[src/rtl/proc_sequencer.sv]
// Instruction sequencer for the 16-bit multi-cycle proc: fetches words from a
// synchronous ROM, issues them with a one-cycle Run pulse and waits for Done.
module proc_sequencer #(
  parameter int AW       = 5,
  parameter int WAIT_MAX = 3
) (
  input  logic          Clock,
  input  logic          Resetn,
  input  logic          Start,
  input  logic          Stop,
  input  logic          StepMode,
  input  logic [15:0]   RomData,
  input  logic          Done,
  output logic [AW-1:0] RomAddr,
  output logic [15:0]   DIN,
  output logic          Run,
  output logic          Busy,
  output logic          Halted,
  output logic          IllegalOp,
  output logic [15:0]   InstrCount
);

  localparam logic [2:0] S_IDLE   = 3'd0;
  localparam logic [2:0] S_FETCH  = 3'd1;
  localparam logic [2:0] S_DECODE = 3'd2;
  localparam logic [2:0] S_WAIT   = 3'd3;
  localparam logic [2:0] S_PAUSE  = 3'd4;
  localparam logic [2:0] S_HALT   = 3'd5;

  localparam int WW = (WAIT_MAX > 1) ? $clog2(WAIT_MAX) : 1;

  logic [2:0]    state;
  logic [AW-1:0] pc;
  logic [WW-1:0] waitcnt;
  logic [15:0]   din_q;
  logic          halt_word;
  logic          wd_expire;
  logic          complete;

  assign halt_word = (RomData[15:13] == 3'b111);
  // Watchdog: unknown opcodes never raise Done, so force completion.
  assign wd_expire = !Done && (waitcnt == WW'(WAIT_MAX - 1));
  assign complete  = (state == S_WAIT) && (Done || wd_expire);

  assign RomAddr = pc;
  assign DIN     = (state == S_DECODE) ? RomData : din_q;
  assign Run     = (state == S_DECODE) && !halt_word;
  assign Busy    = (state == S_FETCH) || (state == S_DECODE) || (state == S_WAIT);
  assign Halted  = (state == S_HALT);

  always_ff @(posedge Clock) begin
    if (!Resetn) begin
      state      <= S_IDLE;
      pc         <= '0;
      waitcnt    <= '0;
      din_q      <= '0;
      IllegalOp  <= 1'b0;
      InstrCount <= '0;
    end else begin
      case (state)
        S_IDLE, S_PAUSE: if (Start && !Stop) state <= S_FETCH;
        S_FETCH:         state <= S_DECODE;
        S_DECODE: begin
          din_q <= RomData;
          if (halt_word) begin
            state <= S_HALT;
          end else begin
            waitcnt <= '0;
            state   <= S_WAIT;
          end
        end
        S_WAIT: begin
          if (complete) begin
            if (wd_expire) IllegalOp <= 1'b1;
            pc <= pc + AW'(1);
            if (InstrCount != 16'hFFFF) InstrCount <= InstrCount + 16'd1;
            state <= (Stop || StepMode) ? S_PAUSE : S_FETCH;
          end else begin
            waitcnt <= waitcnt + WW'(1);
          end
        end
        S_HALT:  state <= S_HALT;
        default: state <= S_IDLE;
      endcase
    end
  end

endmodule

[config.mk]
export PLATFORM = sky130hd
export DESIGN_NAME = proc_sequencer
export DESIGN_NICKNAME = d
export VERILOG_FILES = /design/src/rtl/proc_sequencer.sv
export SDC_FILE = /design/constraint.sdc
export NUM_CORES = 1
export LEC_CHECK = 0
export BUFFER_PORTS_ARGS = -buffer_cell sky130_fd_sc_hd__buf_2
export CAP_MARGIN = 20
export CORE_MARGIN = 8
export CORE_UTILIZATION = 30
export DETAILED_ROUTE_END_ITERATION = 6
export GPL_TIMING_DRIVEN = 1
export PLACE_DENSITY_LB_ADDON = 0.2
export SYNTH_ARGS = -nofsm -noshare
export SYNTH_HDL_FRONTEND = slang
export SYNTH_SLANG_ARGS = --single-unit
[constraint.sdc]
create_clock -name Clock -period 1.7 [get_ports Clock]
set_input_delay 0.255 -clock Clock [delete_from_list [all_inputs] [get_ports Clock]]
set_output_delay 0.255 -clock Clock [all_outputs]
set_load 0.02 [all_outputs]
==> run_summary.xml <==
<?xml version="1.0" encoding="UTF-8"?>
<metrics>
  <group name="setup_path">
    <metric name="critical_path_arrival" unit="ns">1.57</metric>
    <metric name="worstSetupEndpointType" unit="">output port</metric>
    <metric name="critical_path.reg2reg.endpoint" unit="">InstrCount[15]$_SDFFE_PN0P_</metric>
    <metric name="path_cells" unit="">nor3b_4 -&gt; buf_12 -&gt; mux2_2 -&gt; buf_2</metric>
    <metric name="critical_path_required" unit="ns">1.44</metric>
    <metric name="crit_family" unit="">flip-flops</metric>
    <metric name="setup.worst_path.start_class" unit="">flop</metric>
    <metric name="ff2ff_path_depth" unit="">8</metric>
    <metric name="crit-reg2reg-launch" unit="">waitcnt[0]$_SDFFE_PN0P_</metric>
    <metric name="cell_count_along_the_critical_path" unit="">4</metric>
    <metric name="cp_max_fo" unit="">17</metric>
    <metric name="startpoint" unit="">state[2]$_SDFFE_PN0P_</metric>
    <metric name="slowest_cp_cell" unit="">dfxtp_2</metric>
    <metric name="path_buf_inv" unit="">2</metric>
    <metric name="reg2reg_slack" unit="ns">0.14</metric>
    <metric name="max_stage_delay" unit="ns">0.36</metric>
    <metric name="startpoint_to_endpoint_class_of_the_critical_path" unit="">reg -&gt; out</metric>
  </group>
  <group name="cts">
    <metric name="cts_tree" unit="">yes</metric>
    <metric name="inserted_clock_buffers" unit="">5</metric>
    <metric name="numClockSinks" unit="">43</metric>
    <metric name="cts_max_level" unit="">2</metric>
    <metric name="hold_buffers" unit="">0</metric>
    <metric name="cts.path.max_buffers" unit="">2</metric>
    <metric name="cts.reportedPaths.clkPinSlew" unit="ns">0.09</metric>
    <metric name="clk-insertion-delay-late" unit="ns">0.29</metric>
    <metric name="clock_root_buffer" unit="">clkbuf_8</metric>
  </group>
  <group name="drt">
    <metric name="met1Wirelength" unit="mm">2.357</metric>
    <metric name="met2_layer_wire_length_in_the_routed_design" unit="mm">2.073</metric>
    <metric name="via_to_cell_ratio" unit="">4.612</metric>
    <metric name="via_count" unit="">1734</metric>
    <metric name="detail_route.wl_per_cell" unit="µm">12.79</metric>
    <metric name="detailedRoute.firstPassIterationCount" unit="">4</metric>
    <metric name="final_antenna_net_count" unit="">0</metric>
    <metric name="met3RoutedLength" unit="µm">345</metric>
    <metric name="top_metal_layer_carrying_routed_signals" unit="">met4</metric>
    <metric name="detailed_router_s_first_iteration_violation_count" unit="">22</metric>
    <metric name="drcViolationCount" unit="">0</metric>
    <metric name="wl" unit="mm">4.809</metric>
  </group>
  <group name="logic_synthesis">
    <metric name="yosysWarningCount" unit="">0</metric>
    <metric name="register_bit_total_from_synthesis" unit="">43</metric>
    <metric name="synth-async-reset-ratio" unit="%">0</metric>
    <metric name="postSynthCellCount" unit="">213</metric>
    <metric name="number_of_synthesized_flops_with_an_enable_pin" unit="">0</metric>
    <metric name="synth.avg_cell_area" unit="µm²">9.593</metric>
    <metric name="mappedNetlistArea" unit="µm²">2043</metric>
    <metric name="synth_ff_type" unit="">dfxtp_1</metric>
    <metric name="synth_fp_nets" unit="">238</metric>
    <metric name="synth_cell_types" unit="">45</metric>
    <metric name="synth.yosys.seq_area_share" unit="%">42.13</metric>
  </group>
  <group name="floorplan">
    <metric name="rows" unit="">30</metric>
    <metric name="core" unit="µm²">6681</metric>
    <metric name="floorplan.die.height" unit="µm">98.53</metric>
    <metric name="io-pin-count" unit="">63</metric>
    <metric name="horizontal_die_dimension" unit="µm">98.53</metric>
    <metric name="start_util" unit="%">30.58</metric>
    <metric name="dieArea" unit="µm²">9707</metric>
  </group>
  <group name="global_route">
    <metric name="grt_pass1_vias" unit="">1771</metric>
    <metric name="antenna_found_initial" unit="">0</metric>
    <metric name="grt_use_total" unit="%">10.44</metric>
    <metric name="wire_length_of_the_first_global_routing_pass" unit="mm">8.424</metric>
    <metric name="grt_start_max_net_pins" unit="">20</metric>
    <metric name="grt_overflow_total" unit="">0</metric>
  </group>
  <group name="timing">
    <metric name="worst_clock_skew" unit="ns">0.008639</metric>
    <metric name="report.final.slew_viol_count" unit="">0</metric>
    <metric name="final_period_minus_worst_setup_slack" unit="ns">1.822</metric>
    <metric name="relative_slew_slack" unit="%">74.92</metric>
    <metric name="setup_viol" unit="">16</metric>
    <metric name="layout_worst_path_cycle_share" unit="%">107.2</metric>
    <metric name="hold_violations" unit="">0</metric>
    <metric name="grt_setup_unrepaired" unit="">yes</metric>
    <metric name="postLayoutSetupSlackWorst" unit="ns">-0.1218</metric>
    <metric name="worst_slew_pin_slew" unit="ns">0.3758</metric>
    <metric name="fmax" unit="MHz">548.9</metric>
  </group>
  <group name="status">
    <metric name="outcome" unit="">finished, violations left</metric>
    <metric name="violations" unit="">setup timing</metric>
  </group>
  <group name="worst_hold_path">
    <metric name="hold-path-endpoint" unit="">IllegalOp$_SDFFE_PN0P_</metric>
    <metric name="hold-path-cell-count" unit="">4</metric>
    <metric name="worst_hold_path_type" unit="">in -&gt; reg</metric>
    <metric name="beginning_of_the_worst_hold_path" unit="">Done</metric>
  </group>
  <group name="placed_design">
    <metric name="place_congestion" unit="">0.7144</metric>
    <metric name="port_buffers" unit="">62</metric>
    <metric name="placed_cells" unit="">367</metric>
    <metric name="dpl.hpwl" unit="mm">3.688</metric>
  </group>
  <group name="cells_and_area">
    <metric name="final_cell_count_no_fill" unit="">376</metric>
    <metric name="area.growth.synth_to_final" unit="%">31.78</metric>
    <metric name="antenna_cells_inserted" unit="">0</metric>
    <metric name="design.final.nets" unit="">320</metric>
    <metric name="most_common_cell_after_layout_fill_and_taps_aside" unit="">buf_2</metric>
    <metric name="filler_cell_count" unit="">725</metric>
    <metric name="final_cell_mix" unit="">buf_2, dfxtp_1, nor2_1, buf_4, and2_1</metric>
    <metric name="drive_gt1_share" unit="%">40.88</metric>
  </group>
  <group name="power_and_ir_drop">
    <metric name="total_power" unit="µW">2038</metric>
    <metric name="power_density_normalized_to_cell_area" unit="nW/µm²">756.8</metric>
    <metric name="peakVddDrop" unit="mV">0.3666</metric>
    <metric name="power_leakage" unit="µW">0.001297</metric>
  </group>
  <group name="run">
    <metric name="cap_violations" unit="">0</metric>
  </group>
</metrics>
state kept, by name, indices dropped and copies added (netlist names):
| name | flops |
|---|---|
| RomAddr | 5 |
| IllegalOp | 1 |
| waitcnt | 2 |
| din_q | 16 |
| InstrCount | 16 |
| state | 3 |
timing repair:
action                     CTS  global route
gates resized for setup      3             8
gates cloned                 0             1
buffers inserted             0             1
pin swaps                    0             2
setup endpoints to repair   16            26
worst max-delay path by stage:
stage                                        to  slack, ns
floorplan                   din_q[6]$_SDFF_PN0_    0.00002
global placement    InstrCount[10]$_SDFFE_PN0P_       0.16
detailed placement  InstrCount[10]$_SDFFE_PN0P_       0.11
CTS                                      DIN[5]      -0.14
global route                             DIN[5]      -0.21
finish                                   DIN[5]      -0.12
final cells by class:
cell class / count / area, µm² / area share, %
Inverter: 4 / 15.01 / 0.5576
Sequential cell: 43 / 865.8 / 32.16
Timing Repair Buffer: 86 / 506.7 / 18.82
Clock inverter: 2 / 12.51 / 0.4647
Multi-Input combinational cell: 155 / 1120 / 41.59
Clock buffer: 6 / 72.57 / 2.695
Tap cell: 80 / 100.1 / 3.717
through the flow:
stage / cell area [µm²] / TNS, ns / hold slack, ns / util (%) / setup WS (ns)
2_1_floorplan: 2047 / 0 / 0.4379 / - / 0.00002465
5_1_grt: 2693 / -3.181 / 0.2966 / 40.30 / -0.2074
3_3_place_gp: 2576 / 0 / 0.4538 / 38.56 / 0.1579
4_1_cts: 2665 / -2.246 / 0.2585 / 39.89 / -0.1447
6_report: 2693 / -1.888 / 0.2777 / 40.30 / -0.1218
3_5_place_dp: 2576 / 0 / 0.4831 / 38.56 / 0.1082
worst register-to-register path, stage by stage (launching register included):
cell	delay, ns
dfxtp_2	0.32
inv_1	0.05
ha_2	0.19
nor2_2	0.09
nor4b_4	0.31
buf_2	0.20
nand4_1	0.11
xor2_1	0.15
nor2_1	0.05
synth_stat cells (2+ instances only):
cell       number  area (µm²)
and2_1         17       106.4
nor3_1          3       15.01
a31oi_1         2       12.51
clkbuf_1        4       15.01
o211ai_1        3       22.52
dfxtp_1        43       860.8
nor3b_1         2       15.01
and4_1          4       35.03
nand2_1        10       37.54
o2111ai_1       2       17.52
nand2b_1        3       18.77
buf_2           2       10.01
xor2_1         12       105.1
mux2_2          8       90.09
nor4_1          2       12.51
o21ai_0         3       15.01
nand4_1         7       43.79
nand3_1         7       35.03
ha_1            3       37.54
a21oi_1         4       20.02
mux2i_1         5       50.05
or4_1           2       15.01
inv_1           3       11.26
mux2_1          9       101.4
nor2_1         30       112.6
and3_1          2       12.51
buf_4           3       22.52
logic make-up after synthesis:
family          Yosys count  share of synthesized area, %
fa+ha+maj                 3                         1.837
buf+inv                  15                         3.796
mux                      22                         11.82
flops                    43                         42.13
simple gates            100                         29.21
xor+xnor                 13                         5.573
compound gates           17                         5.634
where the power goes:
part           leakage, µW  internal [µW]  switching [µW]  total [µW]
logic             0.000907            159             187         346
registers         0.000349           1040            12.9        1050
clock network    0.0000412            288             354         642
metal layers:
| metal | vias up | track usage (%) |
|---|---|---|
| met5 | - | 0 |
| li1 | 902 | - |
| met2 | 47 | 16.75 |
| met1 | 783 | 12.56 |
| met4 | 0 | 2.479 |
| met3 | 2 | 4.440 |
(Power assumes the default switching activity.)
